==> src/rtl/alu_pkg.sv <==
// ----------------------------------------------------------------------------
// alu_pkg
//   Shared definitions for the registered ALU slice.
//   - OPCODE_W : width of the operation select bus
//   - OP_*     : operation encodings decoded by alu_top
// ----------------------------------------------------------------------------
package alu_pkg;

    localparam int OPCODE_W = 3;

    localparam logic [OPCODE_W-1:0] OP_ADD  = 3'd0;
    localparam logic [OPCODE_W-1:0] OP_SUB  = 3'd1;
    localparam logic [OPCODE_W-1:0] OP_MUL  = 3'd2;
    localparam logic [OPCODE_W-1:0] OP_DIV  = 3'd3;
    localparam logic [OPCODE_W-1:0] OP_NAND = 3'd4;
    localparam logic [OPCODE_W-1:0] OP_NOT  = 3'd5;
    localparam logic [OPCODE_W-1:0] OP_CMP  = 3'd6;
    localparam logic [OPCODE_W-1:0] OP_AVG  = 3'd7;

endpackage : alu_pkg

==> src/rtl/alu_divider.sv <==
// ----------------------------------------------------------------------------
// alu_divider
//   Purely combinational restoring divider, one unrolled stage per quotient
//   bit (MSB first).
//   Ports:
//     dividend    in   WIDTH   unsigned dividend
//     divisor     in   WIDTH   unsigned divisor
//     quotient    out  WIDTH   dividend / divisor (0 when divisor == 0)
//     remainder   out  WIDTH   dividend % divisor (0 when divisor == 0)
//     div_by_zero out  1       divisor == 0
// ----------------------------------------------------------------------------
module alu_divider #(
    parameter int WIDTH = 4
) (
    input  logic [WIDTH-1:0] dividend,
    input  logic [WIDTH-1:0] divisor,
    output logic [WIDTH-1:0] quotient,
    output logic [WIDTH-1:0] remainder,
    output logic             div_by_zero
);

    // partial[k] is the running remainder after k stages; it is always
    // strictly less than the divisor, so WIDTH bits are enough.
    logic [WIDTH-1:0] partial [0:WIDTH];
    logic [WIDTH-1:0] quo_bits;

    assign partial[0] = '0;

    generate
        for (genvar gi = 0; gi < WIDTH; gi++) begin : g_stage
            logic [WIDTH:0]   shifted;
            logic [WIDTH-1:0] trial;
            logic             fits;

            // Bring down the next dividend bit.
            assign shifted = {partial[gi], dividend[WIDTH-1-gi]};
            assign fits    = (shifted >= {1'b0, divisor});
            // When the divisor fits, shifted - divisor < divisor, so the
            // modulo-2^WIDTH difference is exact.
            assign trial   = shifted[WIDTH-1:0] - divisor;

            assign quo_bits[WIDTH-1-gi] = fits;
            assign partial[gi+1]        = fits ? trial : shifted[WIDTH-1:0];
        end
    endgenerate

    assign div_by_zero = (divisor == '0);
    assign quotient    = div_by_zero ? '0 : quo_bits;
    assign remainder   = div_by_zero ? '0 : partial[WIDTH];

endmodule : alu_divider

==> src/rtl/alu_top.sv <==
// ----------------------------------------------------------------------------
// alu_top
//   Registered 8-function ALU: add, sub, mul, div, nand, not, compare,
//   average. Combinational compute from A/B/opcode, captured every cycle,
//   so outputs reflect the inputs sampled at the previous rising edge.
//   Ports:
//     clk        in   1        rising-edge clock
//     rst_n      in   1        synchronous active-low reset (clears outputs)
//     A          in   WIDTH    operand A, unsigned
//     B          in   WIDTH    operand B, unsigned
//     opcode     in   3        operation select (alu_pkg::OP_*)
//     result     out  2*WIDTH  registered result
//     carry_out  out  1        registered carry / no-borrow / div-by-zero flag
// ----------------------------------------------------------------------------
module alu_top
    import alu_pkg::*;
#(
    parameter int WIDTH = 4
) (
    input  logic                  clk,
    input  logic                  rst_n,
    input  logic [WIDTH-1:0]      A,
    input  logic [WIDTH-1:0]      B,
    input  logic [OPCODE_W-1:0]   opcode,
    output logic [2*WIDTH-1:0]    result,
    output logic                  carry_out
);

    localparam int RW = 2 * WIDTH;

    logic [WIDTH:0]   add_sum;
    logic [WIDTH:0]   sub_diff;
    logic [RW-1:0]    mul_prod;
    logic [WIDTH-1:0] div_quo;
    logic [WIDTH-1:0] div_rem;
    logic             div_zero;
    logic             cmp_eq;
    logic             cmp_gt;
    logic             cmp_lt;

    logic [RW-1:0]    result_next;
    logic             carry_next;
    logic [RW-1:0]    result_reg;
    logic             carry_reg;

    // Shared arithmetic; the 5-bit sum also feeds AVG so it never overflows.
    assign add_sum  = {1'b0, A} + {1'b0, B};
    // Two's-complement subtract; the MSB is the "no borrow" flag (A >= B).
    assign sub_diff = {1'b0, A} + {1'b0, ~B} + {{WIDTH{1'b0}}, 1'b1};
    assign mul_prod = {{WIDTH{1'b0}}, A} * {{WIDTH{1'b0}}, B};

    assign cmp_eq = (A == B);
    assign cmp_gt = (A > B);
    assign cmp_lt = (A < B);

    alu_divider #(
        .WIDTH (WIDTH)
    ) u_divider (
        .dividend    (A),
        .divisor     (B),
        .quotient    (div_quo),
        .remainder   (div_rem),
        .div_by_zero (div_zero)
    );

    always_comb begin
        result_next = '0;
        carry_next  = 1'b0;
        case (opcode)
            OP_ADD: begin
                result_next = {{WIDTH{1'b0}}, add_sum[WIDTH-1:0]};
                carry_next  = add_sum[WIDTH];
            end
            OP_SUB: begin
                result_next = {{WIDTH{1'b0}}, sub_diff[WIDTH-1:0]};
                carry_next  = sub_diff[WIDTH];
            end
            OP_MUL: begin
                result_next = mul_prod;
            end
            OP_DIV: begin
                // Divider already zeroes quotient/remainder on B == 0.
                result_next = {div_rem, div_quo};
                carry_next  = div_zero;
            end
            OP_NAND: begin
                result_next = {{WIDTH{1'b0}}, ~(A & B)};
            end
            OP_NOT: begin
                result_next = {{WIDTH{1'b0}}, ~A};
            end
            OP_CMP: begin
                result_next = {{(RW-3){1'b0}}, cmp_lt, cmp_gt, cmp_eq};
            end
            OP_AVG: begin
                result_next = {{WIDTH{1'b0}}, add_sum[WIDTH:1]};
            end
            default: begin
                result_next = '0;
                carry_next  = 1'b0;
            end
        endcase
    end

    always_ff @(posedge clk) begin
        if (!rst_n) begin
            result_reg <= '0;
            carry_reg  <= 1'b0;
        end else begin
            result_reg <= result_next;
            carry_reg  <= carry_next;
        end
    end

    assign result    = result_reg;
    assign carry_out = carry_reg;

endmodule : alu_top

==> config.mk <==
export PLATFORM = sky130hd
export DESIGN_NAME = alu_top
export DESIGN_NICKNAME = d
export VERILOG_FILES = /design/src/rtl/alu_pkg.sv /design/src/rtl/alu_divider.sv /design/src/rtl/alu_top.sv
export SDC_FILE = /design/constraint.sdc
export NUM_CORES = 1
export LEC_CHECK = 0
export ABC_AREA = 1
export CAP_MARGIN = 20
export CORE_ASPECT_RATIO = 0.8
export CORE_MARGIN = 2
export CORE_UTILIZATION = 50
export DETAILED_ROUTE_END_ITERATION = 12
export GPL_TIMING_DRIVEN = 0
export PLACE_DENSITY = 0.77
export SETUP_SLACK_MARGIN = 0.2
export SYNTH_ARGS = -nofsm -noshare
export SYNTH_HDL_FRONTEND = slang
export SYNTH_HIERARCHICAL = 1
export SYNTH_SLANG_ARGS = --single-unit
==> constraint.sdc <==
create_clock -name clk -period 4.8 [get_ports clk]
set_input_delay 0.96 -clock clk [delete_from_list [all_inputs] [get_ports clk]]
set_output_delay 0.96 -clock clk [all_outputs]
set_load 0.02 [all_outputs]
==> run_results.csv <==
group,metric,value,unit
setup_path,cp.arrival,5240,ps
flow_run,maxCapViolCount,0,
global_routing,met2_usage,46.55,%
synthesis,synth-main-ff-cell,"dfxtp_1",
timing,setup_violations,5,
timing,worstMarginPinSlew,1002,ps
clock_tree,clk_path_buf_depth,2,
synthesis,syn_area,0.002188,mm²
detailed_routing,ant_nets,0,
finish,antenna_cells,0,
finish,nets,471,
detailed_routing,drtPass1Iterations,5,
place,place_congestion,0.9465,
timing,max_slew_margin,32.68,%
global_routing,first_global_vias,2448,
floorplan,core_area,0.004204,mm²
timing,final-max-slew-violation-count,0,
power,p_per_area,287.5,mW/mm²
setup_path,worstPathRequired,4920,ps
synthesis,async_flop_share,0,%
outcome,status,"complete, but fails checks",
timing,max_freq,195.4,MHz
timing,worst_slack,-316.5,ps
global_routing,grt_pass1_wl,11330,µm
setup_path,cpMaxStageDelayCell,"ha_1",
clock_tree,cts-htree-levels,1,
power,p_leak,0.001680,µW
synthesis,yosysTopAreaCell,"ha_1",
synthesis,avgSynthCellArea,6.235,µm²
global_routing,top_usage_layer,"met2",
detailed_routing,drt_iter0_drc,273,
synthesis,synth.distinct_cells,31,
place,numPortBuffers,19,
synthesis,yosysWarningCount,6,
clock_tree,cts-buffers-inserted,3,
timing,rsz0062_at_grt,"yes",
finish,instances_no_fill,471,
setup_path,cpPeakStageDelay,320,ps
place,hpwlAfterDp,4466,µm
synthesis,syn_inst,351,
clock_tree,cts_sinks,9,
clock_tree,cts_root_buf,"clkbuf_8",
floorplan,dieArea,0.004925,mm²
global_routing,grt_overflow,0,
setup_path,end_kind,"flip-flop",
detailed_routing,num_vias,2668,
setup_path,setup.worst_path.start_class,"primary input",
synthesis,syn_nets,407,
clock_tree,ctsHoldBuffers,0,
synthesis,synth-edff-count,0,
detailed_routing,wl_per_cell,16.39,µm
finish,largest_reg_flops,8,
floorplan,start_util,52.05,%
finish,finish.utilization,76.22,%
timing,hold_viol,0,
hold_path,min_path_type,"in -> reg",
synthesis,seq_area_frac_synth,8.233,%
synthesis,synthTopCellsByArea,"ha_1 19%, nand2_1 17%, inv_1 10%, dfxtp_1 8.2%, fa_1 8.2%",
power,peakVddDrop,0.2863,mV
synthesis,yosys.area.top_type_share,19.44,%
power,power,921.2,µW
detailed_routing,drc,0,
place,placed_cells,427,
outcome,violations,"setup timing",
clock_tree,clk_pin_slew,40,ps
timing,period_minus_slack,5116,ps
detailed_routing,drt-total-wl,7722,µm
finish,area_growth,46.43,%
floorplan,io_pins,22,
floorplan,rows,21,
global_routing,grt_max_degree,11,
global_routing,grt_usage,28.73,%
finish,layout-drive-gt1-share,33.33,%
setup_path,crit_path_max_fanout,10,
timing,post-route-period-util,106.6,%
detailed_routing,vias_per_cell,5.665,
setup_path,worstSetupPathType,"in -> reg",
floorplan,die_w,77.97,µm
global_routing,grtUsageMet1,39.38,%
floorplan,die_h,63.17,µm
global_routing,antenna_found_initial,0,
synthesis,ys_seq_elements,9,
clock_tree,cts_tree,"done",
global_routing,met3_usage,3.725,%
==> synthesized netlist by cell type (6+ instances only) <==
master,count
dfxtp_1,9
inv_2,10
nor2_1,30
o21ai_0,6
nor2_2,6
fa_1,9
nand3_1,27
a21oi_1,14
nand2_1,101
ha_1,34
inv_1,59
==> worst max-delay path, delay by kind of cell <==
family / cells / cell delay [ps]
AND/OR/NAND/NOR: 15 / 1390
buffers and inverters: 14 / 1140
adder cells (fa/ha/maj): 5 / 960
AO/OA/AOI/OAI: 5 / 810
==> metrics by stage <==
step	hold slack, ps	worst slack [ps]	TNS, ps	instance area, µm²
finish	1128	-316.5	-1331	3204
global route	1121	-460.8	-2169	3204
CTS	1104	-33.74	-33.74	3080
detailed placement	1337	-1529	-7715	2554
global placement	1345	-1477	-7324	2554
floorplan	1086	-32.00	-32.00	2292
==> power breakdown <==
part	internal, µW	total [µW]	leakage (µW)	switching (µW)
logic	329	753	0.00158	423
clock network	57.6	84.5	0.0000228	26.9
registers	82.6	84.2	0.0000739	1.57
total	470	921	0.00168	452
==> final timing paths <==
check	start	end	depth (start not counted)
worst max-delay path	B[0]	result[0]	39
worst min-delay path	opcode[1]	result[0]	4
==> what timing repair did <==
item | CTS | global route
gates cloned | 0 | 0
resized for setup | 78 | 18
setup endpoints to repair | 6 | 5
buffers inserted | 33 | 7
pin swaps | 33 | 22
==> logic make-up after synthesis <==
logic type | share of synthesized area [%]
fa+ha+maj | 27.67
compound gates | 8.863
simple gates | 39.68
xor+xnor | 2.401
flops | 8.233
buf+inv | 13.15
==> area by class of cell <==
cell class / instances / area [µm²]
multi-input combinational: 269 / 2048
tap: 57 / 71.32
timing repair buffer: 59 / 539.3
sequential: 9 / 180.2
clock buffer: 4 / 45.04
fill: 296 / 999.7
buffer: 3 / 22.52
inverter: 70 / 297.8
==> per-layer routing <==
| metal | share of wire (%) | vias to the layer above |
|---|---|---|
| met4 | 5.2 | 0 |
| met5 | 0 | - |
| met1 | 40 | 1229 |
| met2 | 45 | 163 |
| li1 | - | 1228 |
| met3 | 9.6 | 48 |
==> cells in the final DEF (no fill, tap or decap), drive strengths merged <==
cell type and instances:
inv 70, clkdlybuf4s50 13, a21oi 16, a31oi 2, nor2 37, clkbuf 4
ha 34, o21ai 13, nand2 108, clkdlybuf4s15 2, dlygate4sd2 1, dfxtp 9
xnor2 2, a41oi 1, nand3b 3, xor2 4, nor3 2, a32oi 1
or2 1, buf 46, nand3 32, nand4 4, fa 9
(Power assumes the default switching activity.)
